**src/rtl/fp_div_seq.sv**
```systemverilog
// Sequential IEEE-754 single-precision divider (fp_Z = fp_X / fp_Y), radix-2 restoring,
// one quotient bit per cycle, fixed latency, start/busy/done handshake.
module fp_div_seq #(
  parameter int QBITS = 26
) (
  input  logic        clk,
  input  logic        rst_n,
  input  logic        start,
  input  logic [2:0]  r_mode,
  input  logic [31:0] fp_X,
  input  logic [31:0] fp_Y,
  output logic        busy,
  output logic        done,
  output logic [31:0] fp_Z,
  output logic        ovrf,
  output logic        udrf,
  output logic [1:0]  dbg_state_o
);
  // Handshake: start is sampled only in IDLE outside the done cycle; busy is high for the
  // QBITS divide cycles; done pulses for one cycle with fp_Z/ovrf/udrf, which then hold.
  typedef enum logic [1:0] {S_IDLE = 2'd0, S_DIV = 2'd1, S_RND = 2'd2} state_t;
  typedef enum logic [1:0] {C_NORM = 2'd0, C_NAN = 2'd1, C_INF = 2'd2, C_ZERO = 2'd3} cls_t;
  localparam int CW = $clog2(QBITS);

  state_t            state_q, state_d;
  cls_t              cls_q, cls_d;
  logic [CW-1:0]     cnt_q, cnt_d;
  logic [24:0]       r_q, r_d;
  logic [QBITS-2:0]  q_q, q_d;
  logic [23:0]       my_q, my_d;
  logic signed [9:0] e_q, e_d;
  logic              sign_q, sign_d;
  logic [2:0]        rm_q, rm_d;
  logic [31:0]       z_q, z_d;
  logic              ovrf_q, ovrf_d, udrf_q, udrf_d, done_q, done_d;

  logic              x_zero, y_zero, x_inf, y_inf, x_nan, y_nan;
  logic [23:0]       mx, my, diff;
  logic              m_lt, r_ge;
  logic              lsb, g, rb, st, inexact, inc, carry;
  logic [22:0]       frac;
  logic signed [9:0] e_r;

  always_comb begin
    state_d = state_q;
    cls_d   = cls_q;
    cnt_d   = cnt_q;
    r_d     = r_q;
    q_d     = q_q;
    my_d    = my_q;
    e_d     = e_q;
    sign_d  = sign_q;
    rm_d    = rm_q;
    z_d     = z_q;
    ovrf_d  = ovrf_q;
    udrf_d  = udrf_q;
    done_d  = 1'b0;

    x_zero = (fp_X[30:23] == 8'd0);
    y_zero = (fp_Y[30:23] == 8'd0);
    x_inf  = (fp_X[30:23] == 8'hFF) && (fp_X[22:0] == 23'd0);
    y_inf  = (fp_Y[30:23] == 8'hFF) && (fp_Y[22:0] == 23'd0);
    x_nan  = (fp_X[30:23] == 8'hFF) && (fp_X[22:0] != 23'd0);
    y_nan  = (fp_Y[30:23] == 8'hFF) && (fp_Y[22:0] != 23'd0);
    mx     = {1'b1, fp_X[22:0]};
    my     = {1'b1, fp_Y[22:0]};
    m_lt   = (mx < my);

    // Partial remainder stays below 2*mY, so the difference always fits 24 bits.
    r_ge = (r_q >= {1'b0, my_q});
    diff = r_q[23:0] - my_q;

    // The leading quotient bit (always 1) has been shifted out of q_q.
    lsb     = q_q[QBITS-24];
    g       = q_q[QBITS-25];
    rb      = q_q[QBITS-26];
    st      = |r_q;
    inexact = g | rb | st;
    case (rm_q)
      3'b001:  inc = 1'b0;
      3'b010:  inc = sign_q & inexact;
      3'b011:  inc = ~sign_q & inexact;
      3'b100:  inc = g;
      default: inc = g & (rb | st | lsb);
    endcase
    {carry, frac} = {1'b0, q_q[QBITS-2 -: 23]} + {23'd0, inc};
    e_r = e_q + {9'd0, carry};

    case (state_q)
      S_IDLE: begin
        if (start && !done_q) begin
          sign_d = fp_X[31] ^ fp_Y[31];
          rm_d   = r_mode;
          if (x_nan || y_nan || (x_zero && y_zero) || (x_inf && y_inf)) cls_d = C_NAN;
          else if (x_inf || y_zero)                                    cls_d = C_INF;
          else if (x_zero || y_inf)                                    cls_d = C_ZERO;
          else                                                         cls_d = C_NORM;
          my_d    = my;
          r_d     = m_lt ? {mx, 1'b0} : {1'b0, mx};
          e_d     = {2'b00, fp_X[30:23]} - {2'b00, fp_Y[30:23]} + 10'd127 - {9'd0, m_lt};
          q_d     = '0;
          cnt_d   = '0;
          state_d = S_DIV;
        end
      end
      S_DIV: begin
        r_d   = r_ge ? {diff, 1'b0} : {r_q[23:0], 1'b0};
        q_d   = {q_q[QBITS-3:0], r_ge};
        cnt_d = cnt_q + CW'(1);
        if (cnt_q == CW'(QBITS - 1)) state_d = S_RND;
      end
      S_RND: begin
        done_d  = 1'b1;
        ovrf_d  = 1'b0;
        udrf_d  = 1'b0;
        state_d = S_IDLE;
        case (cls_q)
          C_NAN:  z_d = 32'h7FC0_0000;
          C_INF:  z_d = {sign_q, 8'hFF, 23'd0};
          C_ZERO: z_d = {sign_q, 31'd0};
          default: begin
            if (e_r >= 10'sd255) begin
              z_d    = {sign_q, 8'hFF, 23'd0};
              ovrf_d = 1'b1;
            end else if (e_r <= 10'sd0) begin
              z_d    = {sign_q, 31'd0};
              udrf_d = 1'b1;
            end else begin
              z_d = {sign_q, e_r[7:0], frac};
            end
          end
        endcase
      end
      default: state_d = S_IDLE;
    endcase
  end

  always_ff @(posedge clk or negedge rst_n) begin
    if (!rst_n) begin
      state_q <= S_IDLE;
      cls_q   <= C_NORM;
      cnt_q   <= '0;
      r_q     <= '0;
      q_q     <= '0;
      my_q    <= '0;
      e_q     <= '0;
      sign_q  <= 1'b0;
      rm_q    <= 3'd0;
      z_q     <= 32'd0;
      ovrf_q  <= 1'b0;
      udrf_q  <= 1'b0;
      done_q  <= 1'b0;
    end else begin
      state_q <= state_d;
      cls_q   <= cls_d;
      cnt_q   <= cnt_d;
      r_q     <= r_d;
      q_q     <= q_d;
      my_q    <= my_d;
      e_q     <= e_d;
      sign_q  <= sign_d;
      rm_q    <= rm_d;
      z_q     <= z_d;
      ovrf_q  <= ovrf_d;
      udrf_q  <= udrf_d;
      done_q  <= done_d;
    end
  end

  assign busy        = (state_q == S_DIV);
  assign done        = done_q;
  assign fp_Z        = z_q;
  assign ovrf        = ovrf_q;
  assign udrf        = udrf_q;
  assign dbg_state_o = state_q;
endmodule

```
**config.mk**
```make
export PLATFORM = sky130hd
export DESIGN_NAME = fp_div_seq
export DESIGN_NICKNAME = d
export VERILOG_FILES = /design/src/rtl/fp_div_seq.sv
export SDC_FILE = /design/constraint.sdc
export NUM_CORES = 1
export LEC_CHECK = 0
export ABC_AREA = 1
export CAP_MARGIN = 20
export CORE_MARGIN = 5
export CORE_UTILIZATION = 30
export CTS_CLUSTER_DIAMETER = 40
export DETAILED_ROUTE_END_ITERATION = 7
export PLACE_DENSITY = 0.57
export SYNTH_ARGS = -nofsm -noshare
export SYNTH_HDL_FRONTEND = slang
export SYNTH_SLANG_ARGS = --single-unit
```
**constraint.sdc**
```tcl
create_clock -name clk -period 4.94 [get_ports clk]
set_input_delay 0.988 -clock clk [delete_from_list [all_inputs] [get_ports clk]]
set_output_delay 0.988 -clock clk [all_outputs]
set_load 0.1 [all_outputs]
```
; Word-level counts from Yosys, hierarchy flattened
; Cells that the tools add are included.
[word_totals]
register_bits = 132
output_inout_bits = 38
word_cells = 97
[op_classes]
addsub = 7
n_lt_le_gt_ge = 4
n_eq_ne = 14
mux = 24
n_bitwise = 9
n_reduce_logical = 26
[ops]
columns = cell, count
row1 = 2-to-1 mux 25 bit, 4
row2 = case mux 25 bit (2 select lines), 2
row3 = case mux 32 bit (3 select lines), 1
row4 = 2-to-1 mux 31 bit, 2
row5 = zero test 23 bit, 2
row6 = nonzero test 23 bit, 2
row7 = greater-or-equal comparator 25 x 24 -> 1 bit, 1
row8 = OR reduction 25 bit, 1
row9 = adder 23 x 1 -> 24 bit, 1
row10 = less-than comparator 24 bit, 1
row11 = subtractor 24 bit, 1
row12 = == test 8 bit (second input constant), 2
row13 = zero test 8 bit, 2
row14 = adder 10 x 1 -> 10 bit, 1
row15 = adder 9 x 8 -> 10 bit (second input constant), 1
row16 = greater-or-equal comparator 10 x 9 -> 1 bit (second input constant), 1
row17 = less-or-equal comparator 10 x 1 -> 1 bit (second input constant), 1
row18 = 2-to-1 mux 2 bit, 5
row19 = case mux 5 bit (2 select lines), 1
row20 = subtractor 10 x 1 -> 10 bit, 1
row21 = subtractor 8 x 8 -> 9 bit, 1
row22 = logical AND 1 bit, 7
row23 = == test 2 bit (second input constant), 3
row24 = == test 3 x 2 -> 1 bit (second input constant), 2
row25 = other kinds (21), 38

; Longest topological paths before layout
[logic_depth]
ltp_word = 11
ltp_mapped = 32

; Worst setup path before layout
; No wires, ideal clock.
[synth_path]
path_type = in2reg
start = input port fp_Y[19]
end = register e_q[7]
setup_ns = 0.083
t_arrival_ns = 3.552
t_required_ns = 4.857
setup_slack_ns = 1.306
stages = 23
path_buffers = 1
cell_sequence = inv_1 ha_1 nand2_1 inv_1 nand2_1 nand2_1 nand2_1 nand2_1 a21oi_4 nand2_4 buf_4 ha_1 ha_1 fa_1 nand3_1 nand3_1 nand2_1 nand2_1 a21oi_1 nor2_1 nor2_1 nand2_1 o21ai_0
[synth_via]
elab_chain_len = 2
[synth_rtl]
columns = item, line_no
row1 = "start, declared", 11  ; input logic [31:0] fp_Y,
row2 = less-than comparator 24 bit, 67  ; m_lt = (mx < my);
row3 = subtractor 10 x 1 -> 10 bit, 100  ; e_d = {2'b00, fp_X[30:23]} - {2'b00, fp_Y[30:23]} + 10'd127 - {9'd0, m_lt};
row4 = "end signal, assigned", 146  ; e_q <= '0;
row5 = "end signal, assigned", 160  ; e_q <= e_d;
row6 = "end, declared", 31  ; logic signed [9:0] e_q, e_d;
; Every way passes these cells.
; A chain may end at the register's enable or synchronous reset.

; Worst setup path after layout
[layout_path]
start = register r_q[23]
end = register z_q[30] (netlist: fp_Z[30])
[layout_via]
elab_chain_len = 11
elab_cells_between_ends = 15
cone_classes = add/sub (2) / order compare (2) / mux (4) / bitwise (6) / reduce/logical (1)
[layout_rtl]
columns = item, line_no
row1 = "start, declared", 28  ; logic [24:0] r_q, r_d;
row2 = "start signal, assigned", 157  ; r_q <= r_d;
row3 = OR reduction 25 bit *, 77  ; st = |r_q;
row4 = bitwise OR 1 bit (2 in a row), 84  ; default: inc = g & (rb | st | lsb);
row5 = bitwise AND 1 bit, 84
row6 = case mux 1 bit (4 select lines) *, 79  ; case (rm_q)
row7 = adder 23 x 1 -> 24 bit *, 86  ; {carry, frac} = {1'b0, q_q[QBITS-2 -: 23]} + {23'd0, inc};
row8 = adder 10 x 1 -> 10 bit *, 87  ; e_r = e_q + {9'd0, carry};
row9 = less-or-equal comparator 10 x 1 -> 1 bit, 125  ; end else if (e_r <= 10'sd0) begin
row10 = 2-to-1 mux 31 bit, 125
row11 = 2-to-1 mux 31 bit *, 122  ; if (e_r >= 10'sd255) begin
row12 = case mux 32 bit (3 select lines) *, 117  ; case (cls_q)
row13 = "end signal, assigned", 163  ; z_q <= z_d;
row14 = "end, declared", 34  ; logic [31:0] z_q, z_d;
; Mark *: on every way between the ends. The rest lies on a longest branch, timed or not.

==> implementation parameters <==
Parameter                              Value

STA
  Min Clock Period, post-route ... 4.298 ns
  Slew @ Worst Pin ... 0.9876 ns
  Max Clock Freq ... about 230 MHz
  Max transition margin ... 33.95%
  Final count of pins violating max slew ... 0
  Sum of negative setup slack ... 0 ns
  Final count of hold timing violations ... 0
  RSZ-0062 raised after global routing ... no
  Total of endpoints with negative setup slack in the final report ... 0
  Final Skew ... roughly 0.016 ns
  Portion of the clock cycle consumed by the worst path in the final layout ... 87.00%

Placed design
  Number of buffers inserted by port buffering ... roughly 110
  Detail Placement HPWL ... about 24 mm
  Routability congestion estimate from global placement ... 0.9223
  Placed standard-cell area ... around 0.012 mm²

GRT
  Overflow after GRT ... 0
  Wire length of the first global-routing pass ... 50.11 mm
  Number of global-route vias before repair ... 9311
  Maximum number of pins on one net before global-route repair ... 110
  Total global routing track utilization ... 16.11%
  Number of antenna violations at the first check in global routing ... 0

Synth
  Synth top cells by count ... 434 x nand2_1, 229 x inv_1, 132 x dfrtp_1
  Area leader, netlist ... dfrtp_1
  EDFF count, synth ... 0
  Synthesized netlist net count ... about 1600
  Fraction of synthesized cell area taken by the top area cell type ... 32.20%
  Combined area of all synthesized cells ... 0.01026 mm²
  Sequential share of the synthesized area ... between 30% and 40%
  Yosys warning total ... 0
  Top flip-flop cell by instance count after synthesis ... dfrtp_1
  Cell with the most instances after synthesis ... nand2_1
  Async SR Flop Fraction ... 100.0%
  Synth area leaders ... dfrtp_1 32%, nand2_1 16%, ha_1 8.8%, inv_1 8.4%, nor2_1 4.3%
  Cell variety after synth ... 53
  Number of standard cells after synthesis ... between 1000 and 1500
  Register bit total from synthesis ... roughly 130
  Post-Syn Area per Cell ... 6.909 µm²

Critical path
  Critical path's most frequent cell ... nand3_1
  Endpoint of the worst setup timing path ... fp_Z[30]
  Capturing element type of the critical path ... flip-flop
  Arr. time, crit path ... around 4.6 ns
  Category of the most critical setup path ... flip-flop to flip-flop
  Launch point of the critical path ... r_q[23]
  R2R depth ... 25
  Register-to-register path setup slack ... 0.64 ns
  Data required time at the worst endpoint ... ~5.3 ns
  Startpoint of the worst register-to-register path ... r_q[23]
  Cell with the largest stage delay on the worst path ... nor4_1
  Capture instance of the worst register-to-register path ... fp_Z[30]
  Startpoint Class ... flip-flop
  Maximum fanout along the worst path ... 9
  Critical Path Max Stage Delay ... 0.48 ns

Floorplan
  Die Outline Area ... between 0.03 and 0.04 mm²
  IO Pins ... 108
  Effective utilization at floorplan ... 30.52%
  Die outline height ... 194.9 µm
  Number of rows created at floorplan ... 67
  Die width ... 194.9 µm
  Floorplan core area ... 0.03362 mm²

CTS
  Sink count of the clock tree ... approximately 130
  Number of setup buffers added after CTS ... 0
  Clock Pin Slew Worst Setup and Hold Paths ... 0.07 ns
  TritonCTS clock tree ... done
  # H-tree levels ... 4
  Cts-stage hold buffer count ... 0
  Clock latency on the worst-skew pair ... 0.43 ns
  PostCTS Resize Cnt ... 0
  Buffer cell driving the clock tree root ... clkbuf_16
  Maximum buffer depth of the clock tree ... 2
  Number of CTS-inserted buffers ... 17

Layout
  Cell area after layout ... 0.01243 mm²
  Synth-to-Final Area Change ... 21.11%
  Core Util, Final ... between 30% and 40%
  # diodes ... 0
  Total number of nets in the final design ... 1726
  Layout cell share with drive strength beyond 1 ... 7.403%

Routing
  Vias after detailed routing ... 9727
  Number of iterations in the first detailed-routing pass ... 5
  Final antenna-violating net count ... 0
  Final routed wire length divided by cell count ... 15.24 µm
  Via density ... 4.763
  DRC errors left ... 0
  Overall routed net length ... between 30 and 40 mm
  Number of design-rule violations left by the first detailed-router iteration ... 707

Hold path
  Tightest Hold Check Type ... primary input to async pin

Status
  Outcome ... completed

Pwr
  IR drop worst, VDD ... 281.4 µV
  Static leakage ... slightly above 6 nW
  Power density relative to cell area ... 648.5 mW/mm²

Flow run
  Max-cap violation count ... 0
-- sequential cells by signal, indices dropped and copies added (netlist names) --
register	count
done	1
udrf	1
cls_q	2
cnt_q	5
ovrf	1
rm_q	3
fp_Z	32
sign_q	1
e_q	10
dbg_state_o	2
q_q	25
r_q	25
my_q	24
-- worst max-delay path, delay by kind of cell (launching register included) --
kind / cells / cell delay, ns
AND/OR/NAND/NOR: 17 / 2.40
adder cells (fa/ha/maj): 3 / 0.74
AO/OA/AOI/OAI: 3 / 0.49
flip-flops: 1 / 0.42
buffers and inverters: 2 / 0.11
-- layout by cell type, fill, tap and decap left out, types with 16 or more instances in the layout --
cell / n
inv_1: 229
a21oi_1: 60
clkbuf_16: 17
nand2_1: 434
nor2_1: 117
o21ai_0: 60
nand3_1: 85
nand4_1: 46
o22ai_1: 29
o21ai_1: 16
ha_1: 72
nand3_2: 18
dfrtp_1: 132
clkdlybuf4s50_1: 105
xor2_1: 23
-- report_power, final --
part	switching, mW	leakage, nW	internal [mW]	total [mW]
Combinational	3.18	4.14	1.63	4.81
Sequential	0.333	1.64	1.50	1.84
Clock	0.530	0.309	0.880	1.41
-- layer usage --
| layer | vias up | GRT usage (%) | share of wire, % |
|---|---|---|---|
| met1 | 4497 | 21.77 | 47 |
| met5 | - | 0 | 0 |
| met2 | 223 | 26.66 | 46 |
| li1 | 4968 | - | - |
| met4 | 0 | 3.879 | 1.9 |
| met3 | 39 | 3.186 | 4.8 |
-- cells by family (layout without fill, tap and decap cells) --
group | count (synthesis) | after routing | synth area share [%]
DFF | 132 | 132 | 32.20
buffers and inverters | 282 | 391 | 10.90
AOI/OAI and AO/OA | 183 | 183 | 9.939
adders and majority gates | 75 | 75 | 9.366
xor gates and xnor gates | 31 | 31 | 2.646
and+or+nand+nor | 782 | 782 | 34.95
-- worst min-delay path by stage --
stage          startpoint       end  depth (start not counted)
6_report            rst_n   fp_Z[1]                          1
4_1_cts          cnt_q[4]  cnt_q[4]                          1
2_1_floorplan    my_q[23]  my_q[23]                          2
5_1_grt             rst_n   fp_Z[1]                          1
3_5_place_dp     my_q[23]  my_q[23]                          2
3_3_place_gp     my_q[23]  my_q[23]                          2
-- cell type report --
class | instances | area, µm²
sequential | 132 | 3303
clock buffer | 19 | 452.9
clock inverter | 13 | 193.9
multi-input combinational | 1071 | 5842
tap | 448 | 560.5
inverter | 242 | 908.4
timing repair buffer | 117 | 1165
fill | 3559 | 21190
-- through the flow --
step	total power [mW]	cells	setup WS (ns)	hold slack, ns
after floorplan	5.463	1485	1.306	0.4259
after global placement	6.607	2009	0.6597	0.4410
after detailed placement	6.633	2009	0.5756	0.4633
after CTS	8.083	2041	0.7193	0.4760
after global routing	8.820	2042	0.1711	0.4532
final	8.058	2042	0.6420	0.4394
Note: power is estimated with default switching activity, not from simulation.
